### config.mk
export PLATFORM = sky130hd
export DESIGN_NAME = cpu_timer_flat
export DESIGN_NICKNAME = d
export VERILOG_FILES = /design/src/rtl/cpu_timer_pkg.sv /design/src/rtl/cpu_timer_if.sv /design/src/rtl/cpu_timer.sv /design/src/flat_wrapper.sv
export SDC_FILE = /design/constraint.sdc
export NUM_CORES = 1
export LEC_CHECK = 0
export BUFFER_PORTS_ARGS = -buffer_cell sky130_fd_sc_hd__buf_2
export CORE_MARGIN = 1.5
export CORE_UTILIZATION = 53
export CTS_BUF_LIST = sky130_fd_sc_hd__clkbuf_16
export CTS_CLUSTER_DIAMETER = 150
export DETAILED_ROUTE_END_ITERATION = 10
export PLACE_DENSITY = 0.8
export SLEW_MARGIN = 15
export SYNTH_ARGS = -nofsm -noshare
export SYNTH_HDL_FRONTEND = slang
export SYNTH_SLANG_ARGS = --single-unit
### constraint.sdc
create_clock -name clk -period 2.7 [get_ports clk]
set_input_delay 0.405 -clock clk [delete_from_list [all_inputs] [get_ports clk]]
set_output_delay 0.405 -clock clk [all_outputs]
set_load 0.1 [all_outputs]
### src/rtl/cpu_timer_pkg.sv
// cpu_timer shared types: FSM states, register word offsets, CTRL bit layout and mode codes.
package cpu_timer_pkg;

  typedef enum logic [1:0] {
    ST_IDLE = 2'd0,
    ST_LOAD = 2'd1,
    ST_CNT  = 2'd2,
    ST_INT  = 2'd3
  } state_e;

  localparam logic [1:0] ADDR_CTRL   = 2'd0;
  localparam logic [1:0] ADDR_PRESET = 2'd1;
  localparam logic [1:0] ADDR_COUNT  = 2'd2;

  localparam int CTRL_EN_BIT   = 0;
  localparam int CTRL_MODE_LSB = 1;
  localparam int CTRL_MODE_MSB = 2;
  localparam int CTRL_IM_BIT   = 3;

  localparam logic [1:0] MODE_ONESHOT = 2'b00;
  localparam logic [1:0] MODE_RELOAD  = 2'b01;

  function automatic logic [31:0] ctrl_word(input logic en, input logic [1:0] mode,
                                            input logic im);
    return {28'd0, im, mode, en};
  endfunction

endpackage

### src/rtl/cpu_timer_if.sv
// Bridge-side data bus of the timer: decode hit, word offset, full-word write, read data.
interface cpu_timer_if;
  logic        sel;
  logic [1:0]  addr;
  logic        we;
  logic [31:0] wdata;
  logic [31:0] rdata;

  modport master (output sel, addr, we, wdata, input rdata);
  modport slave  (input sel, addr, we, wdata, output rdata);
endinterface

### src/rtl/cpu_timer.sv
// Countdown timer at 0x7f00-0x7f0b: 1-cycle registered reads, 0-cycle writes, never stalls the bus.
// Auto-reload mode exists only when CPU_TIMER_AUTORELOAD_EN is defined; otherwise MODE is forced to one-shot.
module cpu_timer
  import cpu_timer_pkg::*;
#(
  parameter logic [31:0] RESET_PRESET = 32'h0000_0000
) (
  input  logic          clk,
  input  logic          reset,
  cpu_timer_if.slave    bus,
  output logic          irq
);

  state_e      state_q, state_d;
  logic        ctrl_en_q, ctrl_en_d;
  logic        ctrl_im_q, ctrl_im_d;
  logic [1:0]  ctrl_mode;
  logic [31:0] preset_q, preset_d;
  logic [31:0] count_q, count_d;
  logic        int_flag_q, int_flag_d;
  logic        irq_q, irq_d;
  logic [31:0] rdata_q, rdata_d;
  logic        ctrl_wr, preset_wr, rd_en, auto_mode;

  assign ctrl_wr   = bus.sel & bus.we & (bus.addr == ADDR_CTRL);
  assign preset_wr = bus.sel & bus.we & (bus.addr == ADDR_PRESET);
  assign rd_en     = bus.sel & ~bus.we;

`ifdef CPU_TIMER_AUTORELOAD_EN
  logic [1:0] ctrl_mode_q, ctrl_mode_d;
  assign ctrl_mode_d = ctrl_wr ? bus.wdata[CTRL_MODE_MSB:CTRL_MODE_LSB] : ctrl_mode_q;
  assign ctrl_mode   = ctrl_mode_q;
  assign auto_mode   = (ctrl_mode_q == MODE_RELOAD);
`else
  assign ctrl_mode   = MODE_ONESHOT;
  assign auto_mode   = 1'b0;
`endif

  always_comb begin
    state_d    = state_q;
    ctrl_en_d  = ctrl_en_q;
    ctrl_im_d  = ctrl_im_q;
    count_d    = count_q;
    int_flag_d = int_flag_q;
    preset_d   = preset_wr ? bus.wdata : preset_q;

    if (ctrl_wr) begin
      ctrl_en_d  = bus.wdata[CTRL_EN_BIT];
      ctrl_im_d  = bus.wdata[CTRL_IM_BIT];
      int_flag_d = 1'b0;
    end

    // CNT decides on the EN being written this edge so a racing disable wins over expiry.
    unique case (state_q)
      ST_IDLE: if (ctrl_en_q) state_d = ST_LOAD;
      ST_LOAD: begin
        count_d = preset_q;
        state_d = ST_CNT;
      end
      ST_CNT: begin
        if (!ctrl_en_d) begin
          state_d = ST_IDLE;
        end else if (count_q > 32'd1) begin
          count_d = count_q - 32'd1;
        end else begin
          count_d    = 32'd0;
          int_flag_d = 1'b1;
          state_d    = ST_INT;
        end
      end
      ST_INT: begin
        state_d = ST_IDLE;
        if (auto_mode)     int_flag_d = 1'b0;
        else if (!ctrl_wr) ctrl_en_d  = 1'b0;
      end
      default: state_d = ST_IDLE;
    endcase

    irq_d = ctrl_im_d & int_flag_d;

    rdata_d = rdata_q;
    if (rd_en) begin
      unique case (bus.addr)
        ADDR_CTRL:   rdata_d = ctrl_word(ctrl_en_q, ctrl_mode, ctrl_im_q);
        ADDR_PRESET: rdata_d = preset_q;
        ADDR_COUNT:  rdata_d = count_q;
        default:     rdata_d = 32'd0;
      endcase
    end
  end

  always_ff @(posedge clk or negedge reset) begin
    if (!reset) begin
      state_q     <= ST_IDLE;
      ctrl_en_q   <= 1'b0;
      ctrl_im_q   <= 1'b0;
      preset_q    <= RESET_PRESET;
      count_q     <= 32'd0;
      int_flag_q  <= 1'b0;
      irq_q       <= 1'b0;
      rdata_q     <= 32'd0;
`ifdef CPU_TIMER_AUTORELOAD_EN
      ctrl_mode_q <= MODE_ONESHOT;
`endif
    end else begin
      state_q     <= state_d;
      ctrl_en_q   <= ctrl_en_d;
      ctrl_im_q   <= ctrl_im_d;
      preset_q    <= preset_d;
      count_q     <= count_d;
      int_flag_q  <= int_flag_d;
      irq_q       <= irq_d;
      rdata_q     <= rdata_d;
`ifdef CPU_TIMER_AUTORELOAD_EN
      ctrl_mode_q <= ctrl_mode_d;
`endif
    end
  end

  assign bus.rdata = rdata_q;
  assign irq       = irq_q;

endmodule
### src/flat_wrapper.sv
// flat-port wrapper written by rule: the top's interface ports become plain ports
module cpu_timer_flat import cpu_timer_pkg::*;
#(
  parameter logic [31:0] RESET_PRESET = 32'h0000_0000
)
  (clk, reset, irq, bus_sel, bus_addr, bus_we, bus_wdata, bus_rdata);
  cpu_timer_if bus_i ();
  input  logic clk;
  input  logic reset;
  output logic irq;
  input wire logic [$bits(bus_i.sel)-1:0] bus_sel;
  input wire logic [$bits(bus_i.addr)-1:0] bus_addr;
  input wire logic [$bits(bus_i.we)-1:0] bus_we;
  input wire logic [$bits(bus_i.wdata)-1:0] bus_wdata;
  output wire logic [$bits(bus_i.rdata)-1:0] bus_rdata;
  assign bus_i.sel = bus_sel;
  assign bus_i.addr = bus_addr;
  assign bus_i.we = bus_we;
  assign bus_i.wdata = bus_wdata;
  assign bus_rdata = bus_i.rdata;
  cpu_timer #(.RESET_PRESET(RESET_PRESET)) u_core (.clk(clk), .reset(reset), .bus(bus_i), .irq(irq));
endmodule
# --- Word level (Yosys, flattened, before mapping) ---
# Cells that the tools add are included.
word_totals:
  ff_bits: 102
  in_bits: 38
  output_inout_bits: 33
  wordCells: 45
classes:
  addsub: 1
  magnitude_cmp: 1
  n_eq_ne: 8
  mux: 16
  bitwise_logic: 6
  reduce_logical: 5
ops:
  columns: ["cell", "count"]
  rows:
  - ["case mux 32 bit (3 select lines)", 1]
  - ["2-to-1 mux 32 bit", 2]
  - ["case mux 32 bit (2 select lines)", 1]
  - ["greater-than comparator 32 x 1 -> 1 bit, second input constant", 1]
  - ["subtractor 32 x 1 -> 32 bit, second input constant", 1]
  - ["2-to-1 mux 1 bit", 8]
  - ["case mux 2 bit (4 select lines)", 1]
  - ["equality test 2 bit, second input constant", 3]
  - ["2-to-1 mux 2 bit", 3]
  - ["bitwise AND 1 bit", 5]
  - ["equality test 2 x 1 -> 1 bit, second input constant", 2]
  - ["logical NOT 2 bit", 2]
  - ["!= test 2 x 1 -> 1 bit, second input constant", 2]
  - ["AND reduction 2 bit", 2]
  - ["!= test 3 bit, second input constant", 1]
  - ["nonzero test 2 bit", 1]
  - ["inverter 1 bit", 1]

# --- Longest topological paths before layout ---
logic_depth:
  ltp_word: 7
  depth_mapped: 9
  depth_no_buf: 7

# --- Worst setup path after synthesis ---
# Ideal clock, no wire load.
synth_path:
  kind: "register -> register"
  startpoint: "register u_core.count_q[0]"
  endpoint: "register u_core.count_q[30]"
  setup_ns: 0.069
  arrival_ns: 2.111
  required_time_ns: 2.631
  setup_slack_ns: 0.520
  path_stages_with_launch: 8
  path_buffers: 0
  synth_period_minus_slack_ns: 2.180
  path_cell_list: "dfrtp_1 inv_1 ha_1 or3b_2 nor3_2 nand4_1 or4b_1 nand3_1"
synth_via:
  elab_chain_cells: 4
  word_cells_on_any_way: 5
  cone_classes: "add/sub (1); order compare (1); mux (3)"
synth_lines:
  columns: ["element", "line", "source"]
  rows:
  - ["from (decl)", "cpu_timer.sv:19", "logic [31:0] count_q, count_d;"]
  - ["from (signal assigned)", "cpu_timer.sv:110", "count_q <= count_d;"]
  - ["subtractor 32 x 1 -> 32 bit / greater-than comparator 32 x 1 -> 1 bit (equally long branches)", "cpu_timer.sv:64, cpu_timer.sv:63", null]
  - ["2-to-1 mux 32 bit (*)", "cpu_timer.sv:63", "end else if (count_q > 32'd1) begin"]
  - ["2-to-1 mux 32 bit (*)", "cpu_timer.sv:61", "if (!ctrl_en_d) begin"]
  - ["case mux 32 bit (2 select lines) (*)", "cpu_timer.sv:54", "unique case (state_q)"]
# Every way passes the cells marked *; elsewhere a longest branch is shown, timed or not. The select of a mux whose other input is x is not followed.
# A chain may end at the register's enable or synchronous reset.

# --- Worst setup path after layout ---
layout_path:
  startpoint: "register u_core.count_q[30]"
  endpoint: "register u_core.state_q[0]"
layout_via:
  elab_chain_cells: 3
layout_lines:
  columns: ["element", "line", "source"]
  rows:
  - ["greater-than comparator 32 x 1 -> 1 bit", "cpu_timer.sv:63", null]
  - ["!= test 3 bit (no source line)", null, null]
  - ["AND reduction 2 bit (no source line)", null, null]
  - ["to (signal assigned)", "cpu_timer.sv:106", "state_q <= state_d;"]
  - ["to (decl)", "cpu_timer.sv:14", "state_e state_q, state_d;"]
# Every way passes these cells.

==> results.md <==
- Status: completed
- Vias in the first global route: 4,399
- Synth-to-layout area growth: 17.23%
- Synth top area share: 49.44%
- CP required: 2.97 ns
- Util after Layout: 64.88%
- Worst Reg-to-Reg Cells: 6
- Post-synth top flop: dfrtp_1
- Syn_nets: 557
- Sequential share of the synthesized area: 49.44%
- Max layer used: met4
- Routed wl met2: 6465 um
- Drc violations: 0
- Skew-Pair Late Insertion Delay: 0.34 ns
- Metal-1 WL: 5938 um
- CP Cell Sequence: or4_4 -> nor4_4 -> nand4_2 -> buf_4 -> or3_1 -> a21oi_1
- Cell family with most CP delay: simple AND/OR/NAND/NOR gates
- Max Cap Viol: 0
- Syn Inst Count: 517
- GP Congestion: 0.9406
- Clock Skews: 0.006476 ns
- Root buffer cell: clkbuf_16
- Fraction of layout instances using a drive strength above 1: 26.90%
- Port Buf Inserts: 70
- Metal3 WL: 778 um
- Seq cells post-synth: 102
- GR Overflow Total: 0
- Max VDD drop: 507.6 uV
- Overall die width: 101.7 um
- CTS Hold Bufs: 0
- CP Data Arrival Time: 2.64 ns
- Static Leak: 2.649 nW
- CTS tree: done
- CP Buf/Inv Count: 1
- Final hold viol count: 0
- Power per cell area: 1104 mW/mm^2
- Crit Path Class: reg2reg
- Slew Limit Headroom: 30.34%
- Routed wire per std cell: 18.60 um
- Worst hold slack: 0.1281 ns
- R2R setup slack: 0.33 ns
- Crit. End Element: flip-flop
- DP Worst Slack: 0.3475 ns
- Post-synth EDFFs: 0
- Synth area leaders: dfrtp_1 (49%), mux2_2 (7.2%), a22oi_1 (5.8%)
- Final Slew Violations: 0
- Final Worst Setup Slack: 0.3313 ns
- Post-CTS setup buffer count: 0
- Achievable Freq: 422.2 MHz
- Core Footprint: 0.009328 mm^2
- R2r endpoint: u_core.state_q[0]
- Antenna cell count: 0
- DRT Pass-1 Iters: 5
- Largest net degree at the start of global routing: 65
- Chip Height: 101.7 um
- Crit share post-route: 87.73%
- Die Footprint: 0.01034 mm^2
- CTS HTree Levels: 3
- Vias per Instance: 6.175
- Row count: 35
- Final Setup Violations: 0
- Post-synthesis async set-or-reset flop share: 100.0%
- DRT iter0 DRCs: 322
- Hold/Removal Path Class: in2async
- Initial core utilization: 55.35%
- Antenna violations before repair: 0
- Leading area contributor after synthesis: dfrtp_1
- Crit path max fanout: 11
- Via count: 4,446
- First-pass GRT wire length: 22,050 um
- Drt total wl: 13,390 um
- Post-layout net count: 626
- Synth warnings: 0
- DRT antenna net count: 0
- Critical Path Max Stage Delay: 0.59 ns
- Minimum clock period: 2.369 ns
- Clock Pin Slew Worst Setup and Hold Paths: 0.07 ns
- Reg2reg start: u_core.count_q[30]
- Unique masters post-synth: 59
- HPWL after DPL: 9313 um
- Mean Syn Cell Area: 9.985 um^2
- Critical-path top delay cell: or4_4
- Ports: 71
- Post-CTS Resized: 0
- Post-Syn Area: 0.005162 mm^2
- Worst slew pin tran: 1.045 ns
- TNS Setup: 0 ns
- Clock buffer count from CTS: 9
- CP startpoint kind: flip-flop
- CTS Sinks: 102
- CTS max path bufs: 2
- RSZ-0062 raised after global routing: no
- Total global routing track utilization: 27.26%
## registers in the layout, indices dropped and copies added, names as in the netlist
register           flops
u_core.preset_q       32
u_core.ctrl_en_q       1
u_core.int_flag_q      1
u_core.count_q        32
u_core.bus.rdata      32
u_core.state_q         2
u_core.irq             1
u_core.ctrl_im_q       1
## worst max path at each step
stage	start	to	slack (ns)	cells past startpoint
2_1_floorplan	u_core.count_q[0]	u_core.count_q[30]	0.52	7
3_3_place_gp	u_core.count_q[18]	u_core.state_q[0]	0.40	6
3_5_place_dp	u_core.count_q[18]	u_core.state_q[0]	0.35	6
4_1_cts	u_core.count_q[18]	u_core.state_q[0]	0.33	6
5_1_grt	u_core.count_q[11]	u_core.count_q[23]	0.12	5
6_report	u_core.count_q[30]	u_core.state_q[0]	0.33	6
## cell usage in the layout, fill, tap and decap left out, types with 7 or more instances in the layout
master / netlist / layout
dfrtp_1: 102 / 102
nand4_1: 11 / 11
buf_4: 0 / 25
nor2_1: 13 / 13
or3_1: 8 / 8
inv_1: 5 / 7
nand3_1: 21 / 21
a22oi_1: 40 / 40
a21oi_1: 12 / 12
o21ai_0: 45 / 45
nand2_1: 77 / 77
nor3_1: 13 / 13
clkbuf_16: 0 / 9
mux2_2: 33 / 33
buf_2: 5 / 69
## metal layers
layer,up-vias,track usage [%]
met4,0,9.615
met2,182,44.05
met3,17,4.762
li1,2076,-
met1,2171,37.10
met5,-,0
## logic make-up (layout without fill, tap and decap cells)
family | Yosys count | after routing | synth area share, %
and+or+nand+nor | 191 | 191 | 20.02
muxes | 39 | 39 | 8.362
adders and majority gates | 2 | 2 | 0.4847
DFF | 102 | 102 | 49.44
buffers and inverters | 43 | 117 | 3.684
AOI/OAI and AO/OA | 140 | 140 | 18.01
## worst reg2reg max path: cells and delay by family, from the launching register on
family | cells | cell delay [ns]
and+or+nand+nor | 4 | 1.46
DFF | 1 | 0.43
buffers and inverters | 1 | 0.27
AOI/OAI and AO/OA | 1 | 0.14
## layout make-up
cell class	instances	area, um^2
timing repair buffer	96	573.1
fill	784	3276
tap	129	161.4
clock buffer	9	225.2
inverter	5	18.77
clock inverter	7	91.34
sequential	102	2552
multi-input combinational	372	2430
## synth_stat cells, types with 2 or more instances
cell type,n
dfrtp_1,102
nand2_1,77
o21ai_0,45
a22oi_1,40
mux2_2,33
clkbuf_1,27
nand3_1,21
nor2_1,13
nor3_1,13
a21oi_1,12
nand4_1,11
or3_1,8
a31oi_1,6
mux2i_1,6
nand2b_1,6
or4_1,6
buf_2,5
inv_1,5
nor2b_1,5
o311ai_0,5
o31ai_1,5
a221oi_1,4
and3_1,4
nor4_1,4
a41oi_1,3
buf_1,3
buf_6,3
nor3_2,3
o211ai_1,3
o22ai_1,3
o311a_1,3
and2_1,2
and3b_1,2
ha_1,2
nor3b_1,2
nor4_4,2
## through the flow
| stage | cells | instance area, um^2 | power, mW |
|---|---|---|---|
| final | 720 | 6052 | 6.682 |
| after global routing | 720 | 6052 | 7.064 |
| after CTS | 720 | 6052 | 6.670 |
| after detailed placement | 704 | 5736 | 5.278 |
| after global placement | 704 | 5736 | 5.183 |
| after floorplan | 517 | 5162 | 4.498 |
## power by group
part / internal [mW] / total (mW) / switching (mW) / leakage (nW)
sequential: 2.00 / 2.57 / 0.572 / 1.28
combinational: 0.909 / 2.74 / 1.83 / 1.21
clock: 0.807 / 1.37 / 0.567 / 0.154
total: 3.72 / 6.68 / 2.97 / 2.65
No activity file was read; power rests on OpenSTA's default activity.
